===== config.mk =====
export PLATFORM = sky130hd
export DESIGN_NAME = lfsr_period_mon
export DESIGN_NICKNAME = d
export VERILOG_FILES = /design/src/rtl/lfsr_period_mon.sv
export SDC_FILE = /design/constraint.sdc
export NUM_CORES = 1
export LEC_CHECK = 0
export BUFFER_PORTS_ARGS = -buffer_cell sky130_fd_sc_hd__buf_2
export CORE_UTILIZATION = 56
export DETAILED_ROUTE_END_ITERATION = 8
export PLACE_DENSITY = 0.87
export SYNTH_ARGS = -nofsm -noshare
export SYNTH_HDL_FRONTEND = slang
export SYNTH_SLANG_ARGS = --single-unit

===== constraint.sdc =====
create_clock -name clk -period 3.1 [get_ports clk]
set_clock_uncertainty 0.2 [all_clocks]
set_input_delay 0.155 -clock clk [delete_from_list [all_inputs] [get_ports clk]]
set_output_delay 0.155 -clock clk [all_outputs]
set_load 0.05 [all_outputs]

===== src/rtl/lfsr_period_mon.sv =====
// Measures the cycle length of an upstream LFSR state stream using a visited-state bitmap.
// Optional idle timeout is compiled in with `define LFSR_MON_TIMEOUT_EN.
module lfsr_period_mon #(
  parameter int W = 4
) (
  input  logic         clk,
  input  logic         rst,
  input  logic         start,
  input  logic         valid,
  input  logic [W-1:0] state_in,
  output logic         busy,
  output logic         done,
  output logic [W:0]   period,
  output logic         full_cov,
`ifdef LFSR_MON_TIMEOUT_EN
  output logic         timeout,
`endif
  output logic         tail_err
);
  localparam int CW = W + 1;
  localparam int NS = 1 << W;

  typedef enum logic [1:0] {IDLE, CAPTURE, MEASURE, DONE} state_t;

  state_t        state_q, state_d;
  logic [NS-1:0] bitmap_q, bitmap_d;
  logic [NS-1:0] sample_hot;
  logic [W-1:0]  ref_state_q, ref_state_d;
  logic [CW-1:0] cnt_q, cnt_d;
  logic [CW-1:0] period_q, period_d;
  logic          full_cov_q, full_cov_d;
  logic          tail_err_q, tail_err_d;
  logic          seen;

`ifdef LFSR_MON_TIMEOUT_EN
  localparam int IW = W + 2;
  localparam logic [IW-1:0] IDLE_LAST = IW'((1 << (W + 1)) - 1);
  logic [IW-1:0] idle_q, idle_d;
  logic          timeout_q, timeout_d;
`endif

  // One-hot decode of the incoming sample, shared by bitmap set and lookup.
  for (genvar gi = 0; gi < NS; gi++) begin : g_hot
    assign sample_hot[gi] = (state_in == W'(gi));
  end

  assign seen = |(bitmap_q & sample_hot);

  always_comb begin
    state_d     = state_q;
    bitmap_d    = bitmap_q;
    ref_state_d = ref_state_q;
    cnt_d       = cnt_q;
    period_d    = period_q;
    full_cov_d  = full_cov_q;
    tail_err_d  = tail_err_q;
`ifdef LFSR_MON_TIMEOUT_EN
    idle_d      = idle_q;
    timeout_d   = timeout_q;
`endif
    if (start) begin
      bitmap_d   = '0;
      cnt_d      = '0;
      period_d   = '0;
      full_cov_d = 1'b0;
      tail_err_d = 1'b0;
      state_d    = CAPTURE;
`ifdef LFSR_MON_TIMEOUT_EN
      idle_d     = '0;
      timeout_d  = 1'b0;
`endif
    end else begin
      case (state_q)
        CAPTURE: begin
          if (valid) begin
            ref_state_d = state_in;
            bitmap_d    = bitmap_q | sample_hot;
            cnt_d       = CW'(1);
            state_d     = MEASURE;
          end
        end
        MEASURE: begin
          if (valid) begin
            if (state_in == ref_state_q) begin
              period_d   = cnt_q;
              full_cov_d = &bitmap_q;
              tail_err_d = 1'b0;
              state_d    = DONE;
            end else if (seen) begin
              // A non-reference state came back first: tail or sub-cycle.
              period_d   = cnt_q;
              full_cov_d = 1'b0;
              tail_err_d = 1'b1;
              state_d    = DONE;
            end else begin
              bitmap_d = bitmap_q | sample_hot;
              cnt_d    = cnt_q + CW'(1);
            end
          end
        end
        default: ;
      endcase
`ifdef LFSR_MON_TIMEOUT_EN
      if (valid) begin
        idle_d = '0;
      end else if (state_q == CAPTURE || state_q == MEASURE) begin
        if (idle_q == IDLE_LAST) begin
          state_d    = DONE;
          timeout_d  = 1'b1;
          period_d   = cnt_q;
          full_cov_d = 1'b0;
          tail_err_d = 1'b0;
        end else begin
          idle_d = idle_q + IW'(1);
        end
      end
`endif
    end
  end

  always_ff @(posedge clk) begin
    if (rst) begin
      state_q     <= IDLE;
      bitmap_q    <= '0;
      ref_state_q <= '0;
      cnt_q       <= '0;
      period_q    <= '0;
      full_cov_q  <= 1'b0;
      tail_err_q  <= 1'b0;
`ifdef LFSR_MON_TIMEOUT_EN
      idle_q      <= '0;
      timeout_q   <= 1'b0;
`endif
    end else begin
      state_q     <= state_d;
      bitmap_q    <= bitmap_d;
      ref_state_q <= ref_state_d;
      cnt_q       <= cnt_d;
      period_q    <= period_d;
      full_cov_q  <= full_cov_d;
      tail_err_q  <= tail_err_d;
`ifdef LFSR_MON_TIMEOUT_EN
      idle_q      <= idle_d;
      timeout_q   <= timeout_d;
`endif
    end
  end

  assign busy     = (state_q == CAPTURE) || (state_q == MEASURE);
  assign done     = (state_q == DONE);
  assign period   = period_q;
  assign full_cov = full_cov_q;
  assign tail_err = tail_err_q;
`ifdef LFSR_MON_TIMEOUT_EN
  assign timeout  = timeout_q;
`endif

endmodule


==> metrics.md, run 1 <==
| Metric | Value |
|---|---|
| Status | `finished, final reports clean` |
| CTS tree | `yes` |
| Rows | `21` |
| Die height | `61.3 µm` |
| Hold Vio Cnt, Final | `0` |
| Post-synthesis register bit count | `34` |
| Worst r2r path cells | `6` |
| Reg2reg start | `bitmap_q[6]$_SDFFE_PP0P_` |
| Setup crit end kind | `register` |
| Required time of the critical path | `3.18 ns` |
| Setup TNS | `0 ns` |
| RSZ-0062 raised after global routing | `false` |
| Hold Crit Start | `state_in[0]` |
| Final Cell Area | `2110 µm²` |
| Residual DRC | `0` |
| CP max stage cell | `nor4_4` |
| Fin. max-slew vios | `0` |
| Synth top cells by count | `dfxtp_1, a21oi_1, nand4_1` |
| Layout Cells excl Fill | `295` |
| Unique masters post-synth | `46` |
| First-pass GRT wire length | `roughly 7000 µm` |
| CTS HTree Levels | `2` |
| Core Region | `3360 µm²` |
| Pre-CTS setup slack | `0.578 ns` |
| Max-cap viol count | `0` |
| Post-synth ARST share | `0%` |
| Period utilization | `~80%` |
| Delay of the slowest critical-path stage | `0.64 ns` |
| Detail Route Antenna Nets | `0` |
| Worst EP arrival | `roughly 2.5 ns` |
| Area contributors post-synth | `dfxtp_1, nand4_1, a21oi_1` |
| Setup repair bufs after CTS | `0` |
| Synth Flop Type | `dfxtp_1` |
| Antenna violations before repair | `0` |
| Area leader, netlist | `dfxtp_1` |
| R2r setup slk | `0.68 ns` |
| Largest net degree at the start of global routing | `22` |
| Initial core utilization | `~59%` |
| Port-buffer cells | `16` |
| CP cell instances | `mux2_4 -> a32o_1 -> nor4_4 -> buf_4 -> nand4_1 -> a21oi_1` |
| Fin nets | `between 200 and 300` |
| CP Max Fanout | `16` |
| Crit Path Category | `register to register` |
| Post-synthesis sequential area ratio | `34.5%` |
| Die area | `3760 µm²` |
| Grt total ovfl | `0` |
| EDFF count, synth | `0` |
| Yosys top cell area share | `34.5%` |
| Routed Wire Length | `4610 µm` |
| Rel. slew slack | `51.3%` |
| Detail-routed via count per cell | `6.35` |
| Clock slew at reported path FFs | `0.11 ns` |
| Number of global-route vias before repair | `1544` |
| Area delta synth->final | `6.92%` |
| Placer Congestion | `0.946` |
| CTS root buffer | `clkbuf_4` |
| Fill cells | `304` |
| Hold Path Depth | `3` |
| Post-place instance area | `2030 µm²` |
| Global-route usage over all layers | `25.6%` |
| Hpwl dp | `between 3000 and 4000 µm` |
| Wirelength per Cell | `15.6 µm` |
| R2R Path End | `bitmap_q[4]$_SDFFE_PP0P_` |
| Crit path time final | `2.42 ns` |
| Hold Path Class | `input port to register` |
| Crit start category | `register` |
| Die extent in x | `61.3 µm` |
| N_diodes | `0` |
| Cell Pwr Density | `391 nW/µm²` |
| DP Cell Count | `285` |
| Clock buffer depth | `2` |
| FMAX | `414 MHz` |
| Initial DRC Count | `229` |
| Final Worst Setup Slack | `0.682 ns` |
| Drt first pass iters | `5` |
| DR vias | `1874` |
| Layout cells sized above 1 | `14.9%` |
| CTS Buf Count | `5` |
| Mapped Area | `1970 µm²` |
| Yosys warns | `0` |
| Worst VDD drop | `about 0.15 mV` |
| CTS sink count | `34` |
| Synthesized Nets | `between 200 and 300` |
| Final setup viols | `0` |
| Top-count cell post-synth | `dfxtp_1` |
| Post-Synthesis Cells | `around 240` |
| Overall power | `0.000823 W` |
| Worst skew pair latency | `0.35 ns` |
| LEAKAGE | `0.764 nW` |
| Mean Syn Cell Area | `between 8 and 9 µm²` |
| Slew of the pin with the lowest slew margin | `0.729 ns` |
| Hold path endpoint | `ref_state_q[0]$_SDFFE_PP0P_` |
| Io pins | `17` |
==> cell families (layout without fill, tap and decap cells) <==
group	count (synthesis)	count (layout)	synth area share, %
AOI/OAI and AO/OA	58	58	18.7
xor gates and xnor gates	4	4	1.78
adders and majority gates	4	4	2.54
buffers and inverters	30	36	7.04
DFF	34	34	34.5
muxes	12	12	6.41
and+or+nand+nor	101	101	29.0
==> critical path, delay by kind of cell, from the launching register on <==
| family | cells | cell delay, ns |
|---|---|---|
| buffers and inverters | 1 | 0.32 |
| DFF | 1 | 0.35 |
| and+or+nand+nor | 2 | 0.76 |
| muxes | 1 | 0.27 |
| AOI/OAI and AO/OA | 2 | 0.45 |
==> layout make-up <==
class,count,area [µm²],area share (%)
multi-input combinational,179,1160,54.9
sequential,34,681,32.3
timing repair buffer,22,130,6.17
tap,46,57.6,2.73
clock buffer,7,55.1,2.61
inverter,6,22.5,1.07
clock inverter,1,5.00,0.237
==> metrics by stage <==
stage | hold slack [ns] | utilization (%)
finish | 0.0513 | 62.7
global route | 0.0671 | 62.7
CTS | 0.0435 | 62.7
detailed placement | 0.222 | 60.3
global placement | 0.209 | 60.3
floorplan | 0.0274 | -
==> worst max-delay path by stage <==
stage | from | slack (ns) | endpoint
finish | bitmap_q[6]$_SDFFE_PP0P_ | 0.68 | bitmap_q[4]$_SDFFE_PP0P_
global route | bitmap_q[6]$_SDFFE_PP0P_ | 0.56 | bitmap_q[7]$_SDFFE_PP0P_
CTS | bitmap_q[6]$_SDFFE_PP0P_ | 0.72 | bitmap_q[4]$_SDFFE_PP0P_
detailed placement | state_in[3] | 0.58 | bitmap_q[7]$_SDFFE_PP0P_
global placement | state_in[3] | 0.63 | bitmap_q[6]$_SDFFE_PP0P_
floorplan | state_in[0] | 1.01 | cnt_q[1]$_SDFFE_PP0P_
==> report_power, final <==
part,switching (W),internal (W),total (W)
Clock,0.000163,0.000110,0.000273
Combinational,0.0000715,0.0000325,0.000104
Sequential,0.00000493,0.000441,0.000446
Total,0.000240,0.000584,0.000823
==> sequential cells by signal (all words and copies together), names as in the netlist <==
register and flops:
bitmap_q 16, cnt_q 5, period 5, ref_state_q 4, state_q 2, full_cov 1
tail_err 1
==> layout by cell type (no fill, tap or decap), types with 2 or more instances in the layout <==
| master | count |
|---|---|
| a32o_1 | 2 |
| and2_1 | 5 |
| ha_1 | 4 |
| nor2_1 | 13 |
| a31oi_1 | 17 |
| dfxtp_1 | 34 |
| nand3b_1 | 4 |
| inv_1 | 6 |
| nand3_1 | 9 |
| xnor2_1 | 4 |
| buf_4 | 4 |
| nand2_1 | 16 |
| a21oi_1 | 22 |
| o21ai_0 | 4 |
| clkbuf_4 | 5 |
| nand2b_1 | 4 |
| nand4_1 | 18 |
| or2_2 | 4 |
| mux2i_1 | 10 |
| nor3_1 | 5 |
| nor3b_1 | 3 |
| a311oi_1 | 2 |
| and3_1 | 8 |
| nor2b_1 | 6 |
| buf_2 | 16 |
| dlygate4sd3_1 | 2 |
==> timing repair <==
action,in CTS,in global routing
resized for setup,0,0
hold buffers,2,0
hold endpoints to repair,5,0
endpoints found under the setup margin,0,0
==> layer usage <==
layer | global-route usage, % | up-vias | wire length, µm | part of all wire (%)
met5 | 0 | - | 0 | 0
met4 | 12.7 | 0 | 85 | 1.8
met3 | 5.88 | 9 | 342 | 7.4
met2 | 39.3 | 107 | 2100 | 45
met1 | 33.9 | 855 | 2080 | 45
li1 | - | 903 | - | -
Power figures use the tool's default switching activity.
==> inputs of run 2 (changes only) <==
==> constraint.sdc (replaced) <==
create_clock -name clk -period 2.4 [get_ports clk]
set_clock_uncertainty 0.2 [all_clocks]
set_input_delay 0.12 -clock clk [delete_from_list [all_inputs] [get_ports clk]]
set_output_delay 0.12 -clock clk [all_outputs]
set_load 0.05 [all_outputs]
==> metrics.md, run 2 (synthesized netlist as in run 1, its figures left out) <==
| Metric | Value |
|---|---|
| Worst EP arrival | `2.38 ns` |
| Fin nets | `267` |
| Initial DRC Count | `189` |
| Post-place instance area | `2070 µm²` |
| Drt first pass iters | `5` |
| Hpwl dp | `3170 µm` |
| N_diodes | `0` |
| Multi-input gate area | `1160 µm²` |
| Antenna violations before repair | `0` |
| FF/Latch Area | `~680 µm²` |
| Final Worst Setup Slack | `0.0911 ns` |
| Die extent in x | `61.3 µm` |
| CP Max Fanout | `19` |
| CTS Buf Count | `5` |
| CTS root buffer | `clkbuf_4` |
| Combinational power share | `13.2%` |
| Crit path time final | `2.31 ns` |
| Residual DRC | `0` |
| CTS sink count | `34` |
| Fin. max-slew vios | `0` |
| First-pass GRT wire length | `7270 µm` |
| Max FFs per register | `16` |
| Clock power share | `between 30% and 40%` |
| Routed Wire Length | `4670 µm` |
| Global-route usage over all layers | `between 20% and 30%` |
| Commonest non-fill, non-tap cell in the layout | `dfxtp_1` |
| RSZ-0062 raised after global routing | `false` |
| Clock slew at reported path FFs | `0.11 ns` |
| Clock buffer depth | `2` |
| Register share of total power | `between 50% and 60%` |
| Biggest register | `bitmap_q` |
| Port-buffer cells | `16` |
| Required time of the critical path | `2.47 ns` |
| Core Region | `3360 µm²` |
| Fill cells | `around 300` |
| Setup TNS | `0 ns` |
| Area delta synth->final | `10.2%` |
| Max-cap viol count | `0` |
| Final setup viols | `0` |
| Period utilization | `between 90% and 100%` |
| Worst VDD drop | `0.273 mV` |
| Hold Path Class | `input port to register` |
| Grt total ovfl | `0` |
| Slew of the pin with the lowest slew margin | `0.577 ns` |
| CTS tree | `yes` |
| Hold Vio Cnt, Final | `0` |
| CP max stage cell | `dlygate4sd3_1` |
| Delay of the slowest critical-path stage | `0.52 ns` |
| Io pins | `17` |
| Status | `finished, final reports clean` |
| CP cell instances | `dlygate4sd3_1 -> buf_2 -> mux2_2 -> a32o_1 -> nor4_4 -> buf_6 -> buf_4 -> nand4_1 -> a21oi_1` |
| LEAKAGE | `about 0.8 nW` |
| Die area | `3760 µm²` |
| Wirelength per Cell | `between 15 and 20 µm` |
| Number of global-route vias before repair | `about 1500` |
| Cell Pwr Density | `roughly 490 nW/µm²` |
| Placer Congestion | `0.906` |
| Detail-routed via count per cell | `roughly 6.4` |
| Internal Power | `0.000759 W` |
| Final Cell Area | `approximately 2200 µm²` |
| Setup crit end kind | `register` |
| Detail Route Antenna Nets | `0` |
| Largest net degree at the start of global routing | `22` |
| Sw Share | `29.2%` |
| Crit Path Category | `input port to register` |
| Rows | `21` |
| Worst skew pair latency | `0.36 ns` |
| Pre-CTS setup slack | `0.268 ns` |
| Commonest non-fill, non-tap cells in the layout | `dfxtp_1, a21oi_1, nand4_1` |
| Crit start category | `input port` |
| Die height | `61.3 µm` |
| CTS HTree Levels | `2` |
| FMAX | `433 MHz` |
| Switch Pwr | `0.000312 W` |
| Initial core utilization | `58.6%` |
| DR vias | `1920` |
| Layout cells sized above 1 | `17.6%` |
| Setup repair bufs after CTS | `0` |
| Rel. slew slack | `61.5%` |
-- run 2: worst paths after layout --
path	startpoint	endpoint	slack [ns]	depth (start not counted)
worst max-delay path	state_in[3]	bitmap_q[10]$_SDFFE_PP0P_	0.09	9
worst min-delay path	state_in[2]	ref_state_q[2]$_SDFFE_PP0P_	0.004	3
worst max register to register	bitmap_q[6]$_SDFFE_PP0P_	bitmap_q[10]$_SDFFE_PP0P_	0.25	7
worst min register to register	period[2]$_SDFFE_PP0P_	period[2]$_SDFFE_PP0P_	0.26	2
-- run 2: timing repair --
item                                    4_1_cts  5_1_grt
hold buffers                                  3        0
hold endpoints to repair                      6        0
endpoints found under the setup margin        0       15
resized for setup                             0        2
-- run 2: area by class of cell --
class / instances / share of cell area [%]
inverters: 6 / 1.04
well taps: 46 / 2.65
repair buffers: 29 / 8.70
clock inverters: 2 / 0.576
clock buffers: 6 / 2.36
multi-input cells: 179 / 53.3
flip-flops and latches: 34 / 31.3
-- run 2: layer usage --
layer	up-vias	track usage [%]	wire [µm]
met1	908	36.8	2060
met5	-	0	0
li1	915	-	-
met4	0	9.52	91
met2	84	41.5	2160
met3	13	6.30	358
-- run 2: worst max-delay path, delay by kind of cell --
kind	cells	cell delay (ns)
AOI/OAI and AO/OA	2	0.44
and+or+nand+nor	2	0.37
buffers and inverters	4	1.10
muxes	1	0.34
-- run 2: stage by stage --
stage               hold slack [ns]  power (W)  util, %  std cells
CTS                         0.00441    0.00107     64.4        302
global route                 0.0342    0.00112     64.6        302
floorplan                  -0.00762   0.000688        -        243
finish                      0.00411    0.00107     64.6        302
detailed placement            0.178   0.000722     61.6        291
global placement              0.174   0.000720     61.6        291
-- run 2: power by group through the flow --
stage	clock network, W	registers [W]	logic [W]
6_report	0.000353	0.000576	0.000141
5_1_grt	0.000389	0.000578	0.000154
4_1_cts	0.000353	0.000576	0.000137
3_5_place_dp	0	0.000589	0.000133
3_3_place_gp	0	0.000589	0.000131
2_1_floorplan	0	0.000587	0.000101
==> inputs of run 3 (changes only) <==
--- a/config.mk
+++ b/config.mk
@@ -8,7 +8,8 @@
 export BUFFER_PORTS_ARGS = -buffer_cell sky130_fd_sc_hd__buf_2
 export CORE_UTILIZATION = 56
 export DETAILED_ROUTE_END_ITERATION = 8
-export PLACE_DENSITY = 0.87
+export PLACE_DENSITY = 0.76
+export SETUP_SLACK_MARGIN = 0.15
 export SYNTH_ARGS = -nofsm -noshare
 export SYNTH_HDL_FRONTEND = slang
 export SYNTH_SLANG_ARGS = --single-unit
==> metrics.md, run 3 (synthesized netlist as in run 1, its figures left out) <==
| Metric | Value |
|---|---|
| Initial core utilization | `roughly 59%` |
| Die height | `61.3 µm` |
| CTS tree | `yes` |
| Required time of the critical path | `2.45 ns` |
| CP max stage cell | `dlygate4sd3_1` |
| Clock buffer depth | `2` |
| Port-buffer cells | `16` |
| Worst EP arrival | `2.17 ns` |
| Area delta synth->final | `9.33%` |
| CTS Buf Count | `5` |
| Hold Vio Cnt, Final | `0` |
| Setup crit end kind | `register` |
| Worst r2r path cells | `6` |
| CTS root buffer | `clkbuf_4` |
| Status | `finished, final reports clean` |
| Max-cap viol count | `0` |
| Io pins | `17` |
| LEAKAGE | `0.787 nW` |
| Crit Path Category | `register to register` |
| Register share of total power | `between 50% and 60%` |
| Die area | `3760 µm²` |
| WP depth | `6` |
| Commonest non-fill, non-tap cells in the layout | `dfxtp_1, a21oi_1, nand4_1` |
| Wirelength per Cell | `15.5 µm` |
| RSZ-0062 raised after global routing | `false` |
| Post-place instance area | `2070 µm²` |
| Period utilization | `88.5%` |
| Routed Wire Length | `4640 µm` |
| Cell Pwr Density | `477 nW/µm²` |
| Layout cells sized above 1 | `about 16%` |
| FMAX | `471 MHz` |
| Detail Route Antenna Nets | `0` |
| Setup TNS | `0 ns` |
| Crit path time final | `approximately 2.1 ns` |
| CP Max Fanout | `5` |
| R2r setup slk | `0.28 ns` |
| Fin nets | `266` |
| Max FFs per register | `16` |
| Worst skew pair latency | `0.35 ns` |
| Clock slew at reported path FFs | `0.10 ns` |
| Final setup viols | `0` |
| Rows | `21` |
| Clock power share | `a little under a third` |
| Rel. slew slack | `60.0%` |
| Slew of the pin with the lowest slew margin | `roughly 0.6 ns` |
| Residual DRC | `0` |
| Commonest non-fill, non-tap cell in the layout | `dfxtp_1` |
| Switch Pwr | `0.000303 W` |
| CP cell instances | `ha_1 -> nand2_1 -> or2_2 -> mux2i_1 -> nor2_1 -> dlygate4sd3_1` |
| Sw Share | `29.4%` |
| CP top delay family | `buffers and inverters` |
| Grt total ovfl | `0` |
| Antenna violations before repair | `0` |
| Biggest register | `bitmap_q` |
| Hold Path Depth | `4` |
| Placer Congestion | `0.933` |
| Worst VDD drop | `0.335 mV` |
| Hpwl dp | `roughly 3200 µm` |
| Largest net degree at the start of global routing | `22` |
| Combinational power share | `between 10% and 20%` |
| Internal Power | `roughly 0.00073 W` |
| Initial DRC Count | `133` |
| CTS sink count | `34` |
| First-pass GRT wire length | `7240 µm` |
| Fin. max-slew vios | `0` |
| Core Region | `3360 µm²` |
| Die extent in x | `between 60 and 70 µm` |
| DR vias | `1862` |
| Crit start category | `register` |
| Worst Path Buf+Inv | `1` |
| Fill cells | `between 300 and 400` |
| Global-route usage over all layers | `26.6%` |
| CTS HTree Levels | `2` |
| Hold Path Class | `input port to register` |
| N_diodes | `0` |
| Number of global-route vias before repair | `1611` |
| Detail-routed via count per cell | `6.21` |
| Setup repair bufs after CTS | `0` |
| Delay of the slowest critical-path stage | `0.54 ns` |
| Final Cell Area | `2160 µm²` |
| Drt first pass iters | `4` |
run 3: cell types whose count changed in the layout (fill, tap and decap cells not counted):
cell,change
a21oi_4,+1
o2111a_2,-1
o2111a_1,+1
buf_4,-1
clkbuf_1,+1
a21oi_2,-1
clkbuf_8,-1
clkinv_2,-1
run 3: worst paths after layout:
kind | from | to
setup / recovery | state_q[0]$_SDFFE_PP0P_ | ref_state_q[2]$_SDFFE_PP0P_
hold / removal | state_in[3] | bitmap_q[0]$_SDFFE_PP0P_
setup reg to reg | state_q[0]$_SDFFE_PP0P_ | ref_state_q[2]$_SDFFE_PP0P_
hold reg to reg | period[3]$_SDFFE_PP0P_ | period[3]$_SDFFE_PP0P_
run 3: tightest hold or removal path, cell delays in order:
cell     delay, ns
buf_2         0.16
nor4_1        0.09
nand4_1       0.10
a21oi_1       0.05
run 3: cell type report:
class	instances	area (µm²)	area share [%]
multi-input cells	179	1160	54.0
flip-flops and latches	34	681	31.6
well taps	46	57.6	2.67
repair buffers	28	181	8.42
inverters	6	22.5	1.04
clock buffers	6	41.3	1.92
clock inverters	1	7.51	0.348
run 3: timing repair:
item,CTS,global route
hold buffers,3,0
endpoints found under the hold margin,6,0
setup endpoints to repair,0,4
gates resized for setup,0,2
run 3: metal layers:
| layer | global-route usage (%) | up-vias | wire (µm) |
|---|---|---|---|
| met3 | 7.56 | 11 | 291 |
| met1 | 36.6 | 871 | 2250 |
| met4 | 9.84 | 0 | 98 |
| li1 | - | 920 | - |
| met2 | 39.8 | 60 | 2000 |
| met5 | 0 | - | 0 |
run 3: stage by stage:
| stage | worst slack, ns | instances | total power [W] | util, % | hold slack [ns] |
|---|---|---|---|---|---|
| after floorplan | 0.349 | 243 | 0.000688 | - | -0.00762 |
| after detailed placement | 0.243 | 290 | 0.000723 | 61.4 | 0.183 |
| after CTS | 0.253 | 300 | 0.00103 | 63.8 | 0.00587 |
| after global routing | 0.171 | 300 | 0.00107 | 64.1 | 0.0512 |
| final | 0.277 | 300 | 0.00103 | 64.1 | 0.0160 |
| after global placement | 0.273 | 290 | 0.000722 | 61.4 | 0.173 |
run 3: power by group through the flow:
stage               combinational (W)  clock (W)  sequential (W)
floorplan                    0.000101          0        0.000587
global placement             0.000133          0        0.000589
detailed placement           0.000134          0        0.000589
CTS                          0.000138   0.000313        0.000576
global route                 0.000153   0.000336        0.000577
finish                       0.000140   0.000313        0.000576
